`src/rtl/pipe_reg_chain_pkg.sv`:
```
// Shared constants and helpers for the pipeline register chain.
package pipe_reg_chain_pkg;

    // Ceiling log2 used to size the occupancy counter (n >= 2 in practice).
    function automatic int unsigned clog2(input int unsigned n);
        int unsigned r;
        int unsigned p;
        r = 0;
        p = 1;
        while (p < n) begin
            p = p << 1;
            r++;
        end
        return r;
    endfunction

endpackage

```
`src/rtl/pipe_stage.sv`:
```
// One stage of the chain: a data register plus its valid bit, updated on the falling edge.
module pipe_stage #(
    parameter int unsigned WIDTH = 8
) (
    input  logic             clk,
    input  logic             reset,
    input  logic             clear,
    input  logic             load,
    input  logic             src_valid,
    input  logic [WIDTH-1:0] src_data,
    output logic             valid,
    output logic [WIDTH-1:0] data
);

    // Data only moves with a valid source, so a bubble never overwrites a held word.
    always_ff @(negedge clk or negedge reset) begin
        if (!reset) begin
            valid <= 1'b0;
            data  <= '0;
        end else if (clear) begin
            valid <= 1'b0;
        end else if (load) begin
            valid <= src_valid;
            if (src_valid) begin
                data <= src_data;
            end
        end
    end

endmodule

```
`src/rtl/pipe_reg_chain.sv`:
```
// Bubble-collapsing valid/ready register chain with freeze, flush and occupancy count.
module pipe_reg_chain
    import pipe_reg_chain_pkg::*;
#(
    parameter int unsigned WIDTH = 8,
    parameter int unsigned DEPTH = 4,
    parameter int unsigned CNTW  = clog2(DEPTH + 1)
) (
    input  logic             clk,
    input  logic             reset,
    input  logic             enable,
    input  logic             flush,
    input  logic             in_valid,
    input  logic [WIDTH-1:0] in_data,
    output logic             in_ready,
    output logic             out_valid,
    output logic [WIDTH-1:0] out_data,
    input  logic             out_ready,
    output logic [CNTW-1:0]  count
);

    logic [DEPTH-1:0] v;
    logic [DEPTH-1:0] can_load;
    logic [WIDTH-1:0] d [DEPTH];
    logic             run;
    logic             accept;
    logic             emit;

    assign run = enable & ~flush;

    // can_load[i] = ~v[i] | (v[i] & can_load[i+1]) reduces to ~v[i] | can_load[i+1];
    // a local ripple variable keeps the vector free of self-dependency.
    always_comb begin
        logic rdy;
        rdy      = out_ready;
        can_load = '0;
        for (int unsigned k = 0; k < DEPTH; k++) begin
            can_load[DEPTH-1-k] = ~v[DEPTH-1-k] | rdy;
            rdy                 = can_load[DEPTH-1-k];
        end
    end

    for (genvar i = 0; i < DEPTH; i++) begin : g_stage
        logic             sv;
        logic [WIDTH-1:0] sd;

        if (i == 0) begin : g_head
            assign sv = in_valid;
            assign sd = in_data;
        end else begin : g_link
            assign sv = v[i-1];
            assign sd = d[i-1];
        end

        pipe_stage #(
            .WIDTH(WIDTH)
        ) u_stage (
            .clk      (clk),
            .reset    (reset),
            .clear    (enable & flush),
            .load     (run & can_load[i]),
            .src_valid(sv),
            .src_data (sd),
            .valid    (v[i]),
            .data     (d[i])
        );
    end

    assign in_ready  = run & can_load[0];
    assign out_valid = v[DEPTH-1];
    assign out_data  = d[DEPTH-1];
    assign accept    = in_valid & in_ready;
    assign emit      = run & v[DEPTH-1] & out_ready;

    always_ff @(negedge clk or negedge reset) begin
        if (!reset) begin
            count <= '0;
        end else if (enable) begin
            if (flush) begin
                count <= '0;
            end else if (accept && !emit) begin
                count <= count + 1'b1;
            end else if (emit && !accept) begin
                count <= count - 1'b1;
            end
        end
    end

endmodule
```
`config.mk`:
```
export PLATFORM = sky130hd
export DESIGN_NAME = pipe_reg_chain
export DESIGN_NICKNAME = d
export VERILOG_FILES = /design/src/rtl/pipe_reg_chain_pkg.sv /design/src/rtl/pipe_stage.sv /design/src/rtl/pipe_reg_chain.sv
export SDC_FILE = /design/constraint.sdc
export NUM_CORES = 1
export LEC_CHECK = 0
export CAP_MARGIN = 5
export CORE_MARGIN = 2
export CORE_UTILIZATION = 47
export DETAILED_ROUTE_END_ITERATION = 10
export PLACE_DENSITY_LB_ADDON = 0.25
export REMOVE_ABC_BUFFERS = 1
export SYNTH_ARGS = -nofsm -noshare
export SYNTH_HDL_FRONTEND = slang
export SYNTH_SLANG_ARGS = --single-unit
```
`constraint.sdc`:
```
create_clock -name clk -period 2.25 [get_ports clk]
set_input_delay 0.45 -clock clk [delete_from_list [all_inputs] [get_ports clk]]
set_output_delay 0.45 -clock clk [all_outputs]
set_load 0.005 [all_outputs]
```
==> impl_metrics.py <==
metrics = {
    "setup_path": {
        "crit_type": "in2reg",
        "worstSetupStartpoint": "out_ready",
        "reg2reg_slack_ns": 0.03,
        "r2r-end": "count[2]",
        "startpoint_type": "input port",
        "crit_fanout": 3,
        "worst-endpoint-arrival_ns": 2.07,
        "r2r-start": "g_stage[2].u_stage.valid",
        "critical_path_required_ns": 1.28,
        "cp-end-kind": "flip-flop",
        "setup.worst_path.end": "count[2]",
        "reg2reg_depth": 8,
    },
    "yosys": {
        "synth_ff_type": "dfrtn_1",
        "syn_inst": 121,
        "netlist_top_cells_area": "dfrtn_1, mux2_2, inv_1",
        "ys_warn_count": 0,
        "yosys.area.top_type": "dfrtn_1",
        "synth.most_common_cell": "dfrtn_1",
        "synth_seq_cells": 39,
        "netlist.area_leader.share": 0.580,
        "yosysSeqAreaShare": 0.580,
        "synth_edf_count": 0,
        "yosysUniqueCellTypes": 33,
        "async_reset_ff_frac": 1.00,
        "avgSynthCellArea_um2": 13.9,
        "netlist_top_cells_count": "dfrtn_1, mux2_2, inv_1",
        "synthesis.area_um2": 1680,
    },
    "sta": {
        "rsz0062_at_grt": "true",
        "setup-violations-final": 50,
        "tightest_slew_ns": 0.230,
        "slew_viol_final": 0,
        "fin_worst_skew_ns": 0.00753,
        "slew_headroom": 0.846,
        "fin_setup_tns_ns": -17.24,
        "hold_viol_final": 0,
        "setup_ws_ns": -0.792,
    },
    "clock_tree": {
        "cts_tree": "done",
        "cts_sinks": 39,
        "cts_buffers": 5,
        "htreeDepth": 2,
        "cts.clk_slew.worst_paths_ns": 0.08,
        "clock-root-buffer": "clkbuf_4",
        "cts_hold_buf": 0,
        "cts_buffer_depth": 2,
        "clk_latency_ns": 0.33,
    },
    "grt": {
        "grt_overflow": 0,
        "grt_pass1_vias": 1354,
        "grt_pass1_wl_mm": 6.21,
        "grt_usage": 0.204,
        "grt_max_degree": 40,
        "antenna_found_initial": 0,
    },
    "finish": {
        "num_antenna_cells": 0,
        "fill_cells": 214,
        "utilization": 0.728,
        "drive_above_1_share": 0.587,
        "nNetsFinal": 210,
        "syn2layout_area_growth_pct": 46.7,
    },
    "floorplan": {
        "die-area_um2": 4070,
        "start_util": 0.496,
        "die_h_um": 63.8,
        "die_w_um": 63.8,
        "row_count": 21,
        "ios": 27,
        "fp.coreArea_um2": 3390,
    },
    "run": {
        "drv_cap": 0,
    },
    "worst_hold_path": {
        "worstHoldStart": "g_stage[2].u_stage.data[3]",
        "holdPathStages": 1,
        "hp-class": "reg2reg",
    },
    "drt": {
        "drc": 0,
        "wl_per_cell_um": 15.9,
        "drt_iter0_markers": 56,
        "vias_per_cell": 5.31,
        "dr.pass1.iters": 4,
        "routed_wl_mm": 3.85,
        "dr_total_vias": 1284,
        "postRouteAntennaNets": 0,
    },
    "power": {
        "ir_drop_mv": 0.378,
        "cellLeakagePower_nw": 1.18,
        "power.density_nw_per_um2": 770,
        "total_power_mw": 1.90,
    },
    "outcome": {
        "status": "complete, but fails checks",
        "violations": "negative setup slack",
    },
    "place": {
        "gp_congestion": 0.786,
        "numPortBuffers": 26,
        "dpl.hpwl_mm": 2.40,
    },
}
==> flip-flops by register name (all words and copies together) (netlist names) <==
signal,count
g_stage.u_stage.data,32
g_stage.u_stage.valid,4
count,3
==> cells in the final DEF (no fill, tap or decap), drive strengths merged, types with 5 or more instances in the layout <==
master          n
buf            59
dfrtn          39
mux2           32
clkdlybuf4s50   8
clkbuf          7
inv             6
nor2            5
==> worst min-delay path by stage <==
| stage | endpoint | slack, ns |
|---|---|---|
| 3_5_place_dp | g_stage[1].u_stage.data[7] | 0.45 |
| 4_1_cts | g_stage[3].u_stage.data[0] | 0.45 |
| 2_1_floorplan | g_stage[1].u_stage.data[0] | 0.44 |
| 3_3_place_gp | g_stage[2].u_stage.data[5] | 0.44 |
| 6_report | g_stage[3].u_stage.data[3] | 0.45 |
| 5_1_grt | g_stage[3].u_stage.data[6] | 0.47 |
==> cells by family after synthesis <==
| group | count (synthesis) | synth area share |
|---|---|---|
| adder cells (fa/ha/maj) | 1 | 0.0119 |
| AO/OA/AOI/OAI | 20 | 0.0907 |
| multiplexers | 32 | 0.214 |
| flip-flops | 39 | 0.580 |
| AND/OR/NAND/NOR | 20 | 0.0781 |
| buffers and inverters | 9 | 0.0253 |
==> power breakdown <==
| group | total, mW | switching [mW] | internal, mW |
|---|---|---|---|
| sequential | 0.988 | 0.0839 | 0.904 |
| clock | 0.460 | 0.226 | 0.234 |
| combinational | 0.453 | 0.169 | 0.284 |
==> critical path, stage by stage <==
cell and delay [ns]:
buf_6 0.09, or2b_1 0.26, o211a_4 0.25, a21boi_4 0.14, fa_2 0.36, nand3b_1 0.18
o211ai_1 0.20, o221ai_1 0.14
==> stage by stage <==
stage | hold slack (ns) | setup slack [ns] | area (um2) | std cells
final | 0.446 | -0.792 | 2470 | 242
after global routing | 0.467 | -0.808 | 2470 | 242
after CTS | 0.450 | -0.775 | 2380 | 232
after detailed placement | 0.450 | -1.52 | 2180 | 212
after global placement | 0.442 | -1.34 | 2180 | 212
after floorplan | 0.435 | -1.11 | 1660 | 118
==> metal layers <==
metal	GRT usage	wire length, um	vias up
li1	-	-	583
met1	0.231	1580	648
met2	0.344	2020	43
met3	0.0616	166	10
met4	0.106	84	0
met5	0	0	-
==> layout make-up <==
cell class                      instances  area (um2)  area share
Sequential cell                        39         976       0.395
Multi-Input combinational cell         73         737       0.299
Clock buffer                            5        37.5      0.0152
Inverter                                6        22.5     0.00912
Tap cell                               46        57.6      0.0233
Timing Repair Buffer                   70         594       0.241
Clock inverter                          3        43.8      0.0177
==> what timing repair did <==
item,CTS,global route
gates resized for setup,85,10
buffers inserted,15,9
pin swaps,11,5
cloned,0,1
endpoints found under the setup margin,52,51
Note: power is estimated with default switching activity, not from simulation.
